`config.mk`:
```
export PLATFORM = sky130hd
export DESIGN_NAME = unified_ton_calc
export DESIGN_NICKNAME = d
export VERILOG_FILES = /design/src/rtl/unified_ton_calc.sv
export SDC_FILE = /design/constraint.sdc
export NUM_CORES = 2
export LEC_CHECK = 0
export ABC_AREA = 0
export BUFFER_PORTS_ARGS = -buffer_cell sky130_fd_sc_hd__buf_4
export CORE_UTILIZATION = 44
export CTS_BUF_LIST = sky130_fd_sc_hd__clkbuf_4
export CTS_CLUSTER_DIAMETER = 120
export DETAILED_ROUTE_END_ITERATION = 7
export MAX_ROUTING_LAYER = met4
export PLACE_DENSITY = 0.63
export RECOVER_POWER = 25
export SYNTH_ARGS = -nofsm -noshare
export SYNTH_HDL_FRONTEND = slang
export SYNTH_SLANG_ARGS = --single-unit
```
`constraint.sdc`:
```
create_clock -name clk -period 20 [get_ports clk]
set_input_delay 1 -clock clk [delete_from_list [all_inputs] [get_ports clk]]
set_output_delay 1 -clock clk [all_outputs]
set_load 0.05 [all_outputs]
```
`src/rtl/unified_ton_calc.sv`:
```
// Per-channel inductor charging-time calculator for an interleaved buck.
// Once per switching period (period_start with en=1) it captures the gap
// voltage, the total current setpoint and every channel current, then walks
// the channels one by one through a 64-step restoring divider to produce
//   ton = floor(CLK_PER_TS*(Vg*(VIN-Vg)*1e6 + 2*VIN*L*fs*(i_ref-i_d))
//               / (2*VIN*(VIN-Vg)*1e6))
// saturated to [TON_MIN, TON_MAX] (results below TON_MIN become 0).
// All lanes are published together, 2+67*N_CH edges after the start edge.
//
// Ports:
//   clk, rst        clock, asynchronous active-high reset
//   en              calculation enable; dropping it mid-run aborts and zeroes ton
//   period_start    single-cycle pulse at each switching-period boundary
//   gap_mode        0: use sample_voltage as gap voltage, 1: use V_GAP_FIXED
//   i_set           total current setpoint, A (unsigned)
//   sample_voltage  filtered gap voltage, V (unsigned)
//   sample_current  per-channel current, A (signed), lane k in [16k+15:16k]
//   ton             per-channel charging time in clk cycles, same packing
//   ton_valid       one-cycle pulse when ton updates
//   busy            calculation in progress
//   overrun         one-cycle pulse when a start arrives while busy
//   vgap_fault      captured gap voltage was >= VIN
module unified_ton_calc #(
    parameter int unsigned N_CH        = 4,
    parameter int unsigned VIN         = 120,
    parameter int unsigned L_NH        = 3300,
    parameter int unsigned FS_KHZ      = 250,
    parameter int unsigned CLK_PER_TS  = 400,
    parameter int unsigned TON_MAX     = 200,
    parameter int unsigned TON_MIN     = 4,
    parameter int unsigned I_REF_MAX   = 25,
    parameter int unsigned V_GAP_FIXED = 25
) (
    input  logic                 clk,
    input  logic                 rst,
    input  logic                 en,
    input  logic                 period_start,
    input  logic                 gap_mode,
    input  logic [15:0]          i_set,
    input  logic [15:0]          sample_voltage,
    input  logic [N_CH*16-1:0]   sample_current,
    output logic [N_CH*16-1:0]   ton,
    output logic                 ton_valid,
    output logic                 busy,
    output logic                 overrun,
    output logic                 vgap_fault
);

    localparam int unsigned LANE_W   = 16;
    localparam int unsigned CH_W     = (N_CH > 1) ? $clog2(N_CH) : 1;
    localparam int unsigned DIV_W    = 64;
    localparam int unsigned DCNT_W   = 6;

    localparam logic [63:0]        SCALE = 64'd1000000;
    localparam logic signed [63:0] K_CUR = $signed(64'(2) * 64'(VIN) * 64'(L_NH) * 64'(FS_KHZ));
    localparam logic signed [63:0] CPT   = $signed(64'(CLK_PER_TS));

    // Configuration sanity: the whole calculation must fit in one period.
    if (2 + 67 * N_CH >= CLK_PER_TS) begin : g_bad_timing
        $error("unified_ton_calc: 2+67*N_CH must be less than CLK_PER_TS");
    end
    if (N_CH < 1 || N_CH > 8) begin : g_bad_nch
        $error("unified_ton_calc: N_CH must be in 1..8");
    end

    typedef enum logic [2:0] {
        S_IDLE,
        S_CAPTURE,
        S_PREP,
        S_DIV,
        S_STORE,
        S_PUBLISH
    } state_t;

    state_t state;
    state_t next_state;

    logic [15:0]             vgap;
    logic [15:0]             i_ref;
    logic signed [15:0]      cur_q  [N_CH];
    logic [LANE_W-1:0]       shadow [N_CH];
    logic [CH_W-1:0]         ch;
    logic                    prep_ph;
    logic [DCNT_W-1:0]       div_cnt;
    logic signed [63:0]      a_term;
    logic signed [63:0]      b_term;
    logic [DIV_W-1:0]        den;
    logic [DIV_W-1:0]        rem;
    logic [DIV_W-1:0]        quo;
    logic                    num_pos;

    logic                    abort_c;
    logic                    last_ch_c;
    logic [15:0]             cap_vgap_c;
    logic [15:0]             cap_iq_c;
    logic [15:0]             cap_iref_c;
    logic signed [15:0]      cur_sel_c;
    logic [15:0]             id_pos_c;
    logic signed [63:0]      dif_c;
    logic signed [63:0]      num_c;
    logic [DIV_W:0]          shifted_c;
    logic [DIV_W:0]          trial_c;
    logic [LANE_W-1:0]       ton_sat_c;

    // Capture-side selection and setpoint-per-channel clamp.
    always_comb begin
        cap_vgap_c = gap_mode ? 16'(V_GAP_FIXED) : sample_voltage;
        cap_iq_c   = i_set / 16'(N_CH);
        cap_iref_c = (cap_iq_c > 16'(I_REF_MAX)) ? 16'(I_REF_MAX) : cap_iq_c;
    end

    // Current-error term for the channel in flight; negative currents count as 0.
    always_comb begin
        cur_sel_c = cur_q[ch];
        id_pos_c  = cur_sel_c[15] ? 16'd0 : $unsigned(cur_sel_c);
        dif_c     = $signed(64'(i_ref)) - $signed(64'(id_pos_c));
        num_c     = CPT * (a_term + b_term);
    end

    // One restoring-division step.
    always_comb begin
        shifted_c = {rem, quo[DIV_W-1]};
        trial_c   = shifted_c - {1'b0, den};
    end

    // Output saturation of the finished quotient.
    always_comb begin
        ton_sat_c = '0;
        if (vgap_fault || !num_pos) begin
            ton_sat_c = '0;
        end else if (quo > 64'(TON_MAX)) begin
            ton_sat_c = LANE_W'(TON_MAX);
        end else if (quo < 64'(TON_MIN)) begin
            ton_sat_c = '0;
        end else begin
            ton_sat_c = quo[LANE_W-1:0];
        end
    end

    // State register.
    always_ff @(posedge clk or posedge rst) begin
        if (rst) begin
            state <= S_IDLE;
        end else begin
            state <= next_state;
        end
    end

    // Next-state logic; losing en anywhere outside IDLE aborts the run.
    always_comb begin
        next_state = state;
        abort_c    = 1'b0;
        last_ch_c  = (ch == CH_W'(N_CH - 1));
        case (state)
            S_IDLE:    if (period_start && en) next_state = S_CAPTURE;
            S_CAPTURE: next_state = S_PREP;
            S_PREP:    if (prep_ph) next_state = S_DIV;
            S_DIV:     if (div_cnt == DCNT_W'(DIV_W - 1)) next_state = S_STORE;
            S_STORE:   next_state = last_ch_c ? S_PUBLISH : S_PREP;
            S_PUBLISH: next_state = S_IDLE;
            default:   next_state = S_IDLE;
        endcase
        if (state != S_IDLE && !en) begin
            abort_c    = 1'b1;
            next_state = S_IDLE;
        end
    end

    // Datapath and registered outputs.
    always_ff @(posedge clk or posedge rst) begin
        if (rst) begin
            ton        <= '0;
            ton_valid  <= 1'b0;
            busy       <= 1'b0;
            overrun    <= 1'b0;
            vgap_fault <= 1'b0;
            vgap       <= '0;
            i_ref      <= '0;
            ch         <= '0;
            prep_ph    <= 1'b0;
            div_cnt    <= '0;
            a_term     <= '0;
            b_term     <= '0;
            den        <= '0;
            rem        <= '0;
            quo        <= '0;
            num_pos    <= 1'b0;
            for (int k = 0; k < N_CH; k++) begin
                cur_q[k]  <= '0;
                shadow[k] <= '0;
            end
        end else begin
            ton_valid <= 1'b0;
            overrun   <= period_start && (state != S_IDLE);
            busy      <= (next_state != S_IDLE);
            if (abort_c) begin
                ton <= '0;
            end else begin
                case (state)
                    S_CAPTURE: begin
                        vgap       <= cap_vgap_c;
                        i_ref      <= cap_iref_c;
                        vgap_fault <= ({16'd0, cap_vgap_c} >= 32'(VIN));
                        for (int k = 0; k < N_CH; k++) begin
                            cur_q[k] <= $signed(sample_current[k*LANE_W +: LANE_W]);
                        end
                        ch      <= '0;
                        prep_ph <= 1'b0;
                    end
                    S_PREP: begin
                        if (!prep_ph) begin
                            a_term  <= $signed(64'(vgap) * (64'(VIN) - 64'(vgap)) * SCALE);
                            b_term  <= K_CUR * dif_c;
                            den     <= 64'(2) * 64'(VIN) * (64'(VIN) - 64'(vgap)) * SCALE;
                            prep_ph <= 1'b1;
                        end else begin
                            // Non-positive numerators divide as 0 and saturate to 0.
                            num_pos <= (num_c > 64'sd0);
                            quo     <= (num_c > 64'sd0) ? $unsigned(num_c) : '0;
                            rem     <= '0;
                            div_cnt <= '0;
                            prep_ph <= 1'b0;
                        end
                    end
                    S_DIV: begin
                        div_cnt <= div_cnt + DCNT_W'(1);
                        // With a gap fault the divisor is meaningless; just mark time.
                        if (!vgap_fault) begin
                            if (!trial_c[DIV_W]) begin
                                rem <= trial_c[DIV_W-1:0];
                                quo <= {quo[DIV_W-2:0], 1'b1};
                            end else begin
                                rem <= shifted_c[DIV_W-1:0];
                                quo <= {quo[DIV_W-2:0], 1'b0};
                            end
                        end
                    end
                    S_STORE: begin
                        shadow[ch] <= ton_sat_c;
                        ch         <= ch + CH_W'(1);
                    end
                    S_PUBLISH: begin
                        for (int k = 0; k < N_CH; k++) begin
                            ton[k*LANE_W +: LANE_W] <= shadow[k];
                        end
                        ton_valid <= 1'b1;
                    end
                    default: ;
                endcase
            end
        end
    end

endmodule

```
Word level (Yosys, flattened, before mapping)
Index checks and enable logic that the tools add are counted.
{"block": "word_totals", "regBits": 538, "wordCells": 115, "out_inout_bits": 68}
{"block": "classes", "n_lt_le_gt_ge": 7, "n_eq_ne": 9, "bitwise": 3, "reduce_logical": 22, "n_mul": 6, "n_mux": 37, "add_sub_neg": 6}
{"op": "64-bit 2-to-1 mux", "count": 8}
{"op": "64-bit one-hot mux with 2 select lines", "count": 2}
{"op": "16-bit 2-to-1 mux", "count": 7}
{"op": "65-bit by 64-bit subtractor with 65-bit output", "count": 1}
{"op": "64-bit adder", "count": 1}
{"op": "64-bit bitwise mux", "count": 1}
{"op": "64-bit by 1-bit greater-than comparator with 1-bit output (second input constant)", "count": 1}
{"op": "64-bit by 8-bit greater-than comparator with 1-bit output (second input constant)", "count": 1}
{"op": "64-bit by 3-bit less-than comparator with 1-bit output (second input constant)", "count": 1}
{"op": "16-bit by 64-bit multiplier with 64-bit output", "count": 1}
{"op": "4-bit by 64-bit multiplier with 60-bit output (first input constant)", "count": 1}
{"op": "6-bit by 64-bit multiplier with 60-bit output (first input constant)", "count": 1}
{"op": "64-bit by 14-bit multiplier with 58-bit output (second input constant)", "count": 1}
{"op": "60-bit by 14-bit multiplier with 54-bit output (second input constant)", "count": 1}
{"op": "22-bit by 17-bit multiplier with 39-bit output (first input constant)", "count": 1}
{"op": "16-bit binary-select mux with 2-bit select", "count": 1}
{"op": "16-bit demux with 2-bit select", "count": 1}
{"op": "16-bit by 15-bit subtractor with 17-bit output", "count": 1}
{"op": "7-bit by 16-bit subtractor with 17-bit output (first input constant)", "count": 1}
{"op": "16-bit by 7-bit greater-or-equal comparator with 1-bit output (second input constant)", "count": 1}
{"op": "15-bit 2-to-1 mux", "count": 1}
{"op": "3-bit 2-to-1 mux", "count": 5}
{"op": "3-bit one-hot mux with 5 select lines", "count": 1}
{"op": "14-bit by 5-bit greater-than comparator with 1-bit output (second input constant)", "count": 1}
{"op": "27 further kinds", "count": 48}

Logic depth before layout (Yosys ltp)
{"block": "depth", "depth_word": 7, "mapped_depth": 58, "mapped_depth_nobuf": 55}

Least setup slack after synthesis
OpenSTA, ideal clock, no wires.
{"block": "synth_path", "path_type": "flip-flop to flip-flop", "startpoint": "register vgap[0]", "endpoint": "register a_term[58]", "required_ps": 19871, "arrival_ps": 13362, "n_path_buf": 2, "path_stages_with_launch": 52, "period_less_slack_ps": 13491, "path_slack_ps": 6509, "path_cell_list": "dfrtp_1 inv_1 clkbuf_1 ha_1 a21oi_1 and2_1 nand2b_1 inv_1 ha_1 clkbuf_1 clkinv_1 nand2_1 fa_1 fa_1 inv_1 fa_1 inv_1 fa_1 [... 16 more ...] fa_1 ha_1 inv_1 fa_1 inv_1 ha_1 inv_1 o21bai_1 a21o_1 a21o_1 a21o_1 a222oi_1 a21oi_1 a211o_1 a21o_1 a311o_1 xnor2_1 o21ai_1"}
{"block": "synth_between", "elab_chain_cells": 3}
{"item": "start, declared", "line": "78", "rtl": "logic [15:0] vgap;"}
{"item": "start signal, assigned", "line": "201", "rtl": "vgap <= cap_vgap_c;"}
{"item": "7-bit by 16-bit subtractor with 17-bit output", "line": "212", "rtl": "a_term <= $signed(64'(vgap) * (64'(VIN) - 64'(vgap)) * SCALE);"}
{"item": "16-bit by 64-bit multiplier with 64-bit output (*)", "line": "212"}
{"item": "64-bit by 14-bit multiplier with 58-bit output (*)", "line": "212"}
{"item": "end signal, assigned", "line": "212"}
{"item": "end, declared", "line": "85", "rtl": "logic signed [63:0] a_term;"}
Every way passes the cells marked *; elsewhere a longest branch is shown, timed or not.
A chain may end at the register's enable or synchronous reset.

Worst setup path in the final report
{"block": "layout_path", "startpoint": "register vgap[1]", "endpoint": "register a_term[58]"}
The elaborated chain is that of the path after synthesis.

==> impl_metrics.py <==
metrics = {
    "yosys": {
        "ys_async_sr_fraction_pct": 100,
        "ys.flop_type": "dfrtp_1",
        "ys_ff_latch": 513,
        "yosysSeqAreaShare_pct": 19.5,
        "synth_largest_area_cell": "fa_1",
        "synth.distinct_cells": 112,
        "synth-warning-count": 0,
        "synth_area_leaders": "fa_1 (25%), dfrtp_1 (19%), ha_1 (15%)",
        "synth_most_common_cell": "inv_1",
        "synth_commonest_cells": "inv_1 (1,390), fa_1 (813), ha_1 (797)",
        "avgSynthCellArea_um2": 9.20,
        "synth_nets": 8880,
        "synth.top_cell.area_share_pct": 24.7,
        "synth_area_mm2": 0.0660,
        "synth_edf_count": 0,
        "syn_inst": 7169,
    },
    "flow_run": {
        "maxCapViolCount": 8,
    },
    "cts": {
        "numCtsBuffers": 147,
        "cts.sinks": 513,
        "cts_htree_levels": 4,
        "cts_max_path_buffers": 3,
        "ctsResizeCount": 0,
        "tritoncts": "built",
        "clkLatencyLatePin_ns": 1.14,
        "ctsRootBufferMaster": "clkbuf_4",
        "path_clk_slew_ns": 0.09,
        "post-cts-setup-buffer-count": 0,
    },
    "floorplan": {
        "dieArea_mm2": 0.151,
        "ios": 169,
        "fp.coreArea_mm2": 0.148,
        "die_h_um": 389,
        "initial_utilization_pct": 44.5,
        "row_count": 141,
        "dieWidth_um": 389,
    },
    "sta": {
        "setup_tns_ns": 0,
        "skew_ns": 0.102,
        "maxSlewViolCount": 618,
        "max-slew-margin-rel_pct": -516,
        "fmax_mhz": 62.8,
        "fin_crit_ns": 15.92,
        "whs_ns": 0.153,
        "final_hold_viol_count": 0,
        "tightestPinTransition_ns": 9.24,
        "fin_crit_sh_pct": 79.6,
        "setup_violations": 0,
        "grt_setup_unrepaired": "no",
    },
    "global_routing": {
        "grt_max_degree": 185,
        "antenna_found_initial": 6,
        "track_usage_pct": 22.5,
        "grt_pass1_wl_um": 266000,
        "grt_pass1_vias": 51000,
        "gr-total-overflow": 0,
    },
    "critical_path": {
        "crit_arrival_ns": 16.87,
        "cp_top_family": "adder cells",
        "worstPathRequired_ns": 20.95,
        "rr_worst_depth": 49,
        "path_buf_inv": 11,
        "worstPathMaxFanout": 16,
        "cpPeakStageDelay_ns": 0.81,
        "critPathMostFrequentCell": "fa_1",
        "end_kind": "flop",
        "critPathKind": "flop to flop",
        "crit_slowest_cell": "dfrtp_1",
        "startpoint_type": "flop",
        "worst-path-stages": 49,
    },
    "outcome": {
        "status": "complete, but fails checks",
        "failed_checks": "max-capacitance violations, max-slew violations",
    },
    "placed_design": {
        "detailed_place_hpwl_um": 130000,
        "globalplace.congestion": 0.936,
        "portBuffers": 166,
    },
    "drt": {
        "antenna_left": 0,
        "vias": 49700,
        "viasPerCell": 5.26,
        "firstDrtPassIters": 6,
        "drc_errors": 0,
        "drt-initial-drc-count": 2782,
        "drt-total-wl_um": 162000,
        "drt-wirelength-per-cell_um": 17.1,
    },
    "cells_and_area": {
        "fin_util_pct": 48.5,
        "multi_input_area_mm2": 0.0471,
        "fin_nets": 9123,
        "fillCellCount": 14300,
        "seq_area_mm2": 0.0128,
        "layout-drive-gt1-share_pct": 7.50,
        "area_delta_synth_final_pct": 8.88,
    },
    "min_path": {
        "hold_path.class": "input port to flop",
        "hold_path_depth": 3,
    },
}
==> kinds of logic after synthesis <==
kind of cell	share of synthesized area (%)
simple gates	11.5
compound gates	14.6
fa+ha+maj	39.8
xor+xnor	4.45
mux	0.945
buf+inv	9.24
flops	19.5
==> repair_timing <==
item                                    in CTS  in global routing
endpoints found under the setup margin       0                  0
hold endpoints to repair                   108                  0
hold buffers                                74                  0
==> placed cells by master, fill, tap and decap left out, types with 44 or more instances in the layout <==
| cell | Yosys | layout |
|---|---|---|
| ha_1 | 797 | 797 |
| nand3_1 | 79 | 78 |
| xnor2_1 | 194 | 194 |
| fa_1 | 813 | 813 |
| a21o_1 | 173 | 173 |
| nor3_1 | 58 | 58 |
| a22o_1 | 109 | 109 |
| nand2b_1 | 151 | 151 |
| and2_1 | 59 | 53 |
| xor2_1 | 134 | 134 |
| o21bai_1 | 53 | 53 |
| dfrtp_1 | 513 | 513 |
| nand4_1 | 44 | 44 |
| clkbuf_4 | 0 | 201 |
| a22oi_1 | 51 | 51 |
| nor2b_1 | 73 | 73 |
| nand2_1 | 664 | 662 |
| o21ai_0 | 402 | 402 |
| a21oi_1 | 315 | 314 |
| dlygate4sd3_1 | 0 | 74 |
| inv_1 | 1390 | 1389 |
| buf_4 | 6 | 210 |
| nor2_1 | 320 | 317 |
==> area by class of cell <==
cell class	instances	share of cell area [%]
clock buffer	200	2.09
inverter	1406	7.35
clock inverter	45	0.439
multi-input combinational	5052	65.6
tap	1930	3.36
timing repair buffer	292	3.27
sequential	513	17.9
antenna	8	0.0279
==> worst register-to-register path: cells and delay by family (launching register included) <==
family | cells | cell delay, ns
adders and majority gates | 16 | 7.69
DFF | 1 | 0.81
AOI/OAI and AO/OA | 17 | 4.00
and+or+nand+nor | 3 | 0.65
buffers and inverters | 11 | 1.95
xor gates and xnor gates | 2 | 0.70
==> per-layer routing <==
metal  vias up  track usage [%]  wire length (µm)
li1      24000                -                 -
met1     24500             30.5             75700
met2       977             34.2             72800
met3       268             3.19              7660
met4         0             8.01              5340
met5         -                -                 0
==> stage by stage <==
stage / cell area [µm²] / instances / setup WS [ns]
after floorplan: 66000 / 7169 / 4.67
after global placement: 69300 / 9119 / 4.26
after detailed placement: 69300 / 9119 / 4.08
after CTS: 71800 / 9438 / 4.09
after global routing: 71800 / 9444 / 3.23
final: 71800 / 9446 / 4.08
==> state kept, by name, indices dropped and copies added (netlist names) <==
name        flops
cur_q          64
quo            64
rem            64
shadow         64
ton            64
den            54
a_term         53
b_term         39
vgap           16
i_ref          14
div_cnt         6
state           3
ch              2
busy            1
num_pos         1
overrun         1
prep_ph         1
ton_valid       1
vgap_fault      1
==> path summary, 6_finish.rpt <==
check,start,endpoint,slack [ns]
max,vgap[1],a_term[58],4.08
min,i_set[2],i_ref[0],0.15
max reg2reg,vgap[1],a_term[58],4.08
min reg2reg,shadow[48],ton[0],0.46
max in group asynchronous,rst,quo[6],7.38
min in group asynchronous,rst,rem[53],2.01
Power is left out: the tool's default activity adds up to more than one toggle a clock period on the data nets, which glitch-free logic cannot reach.
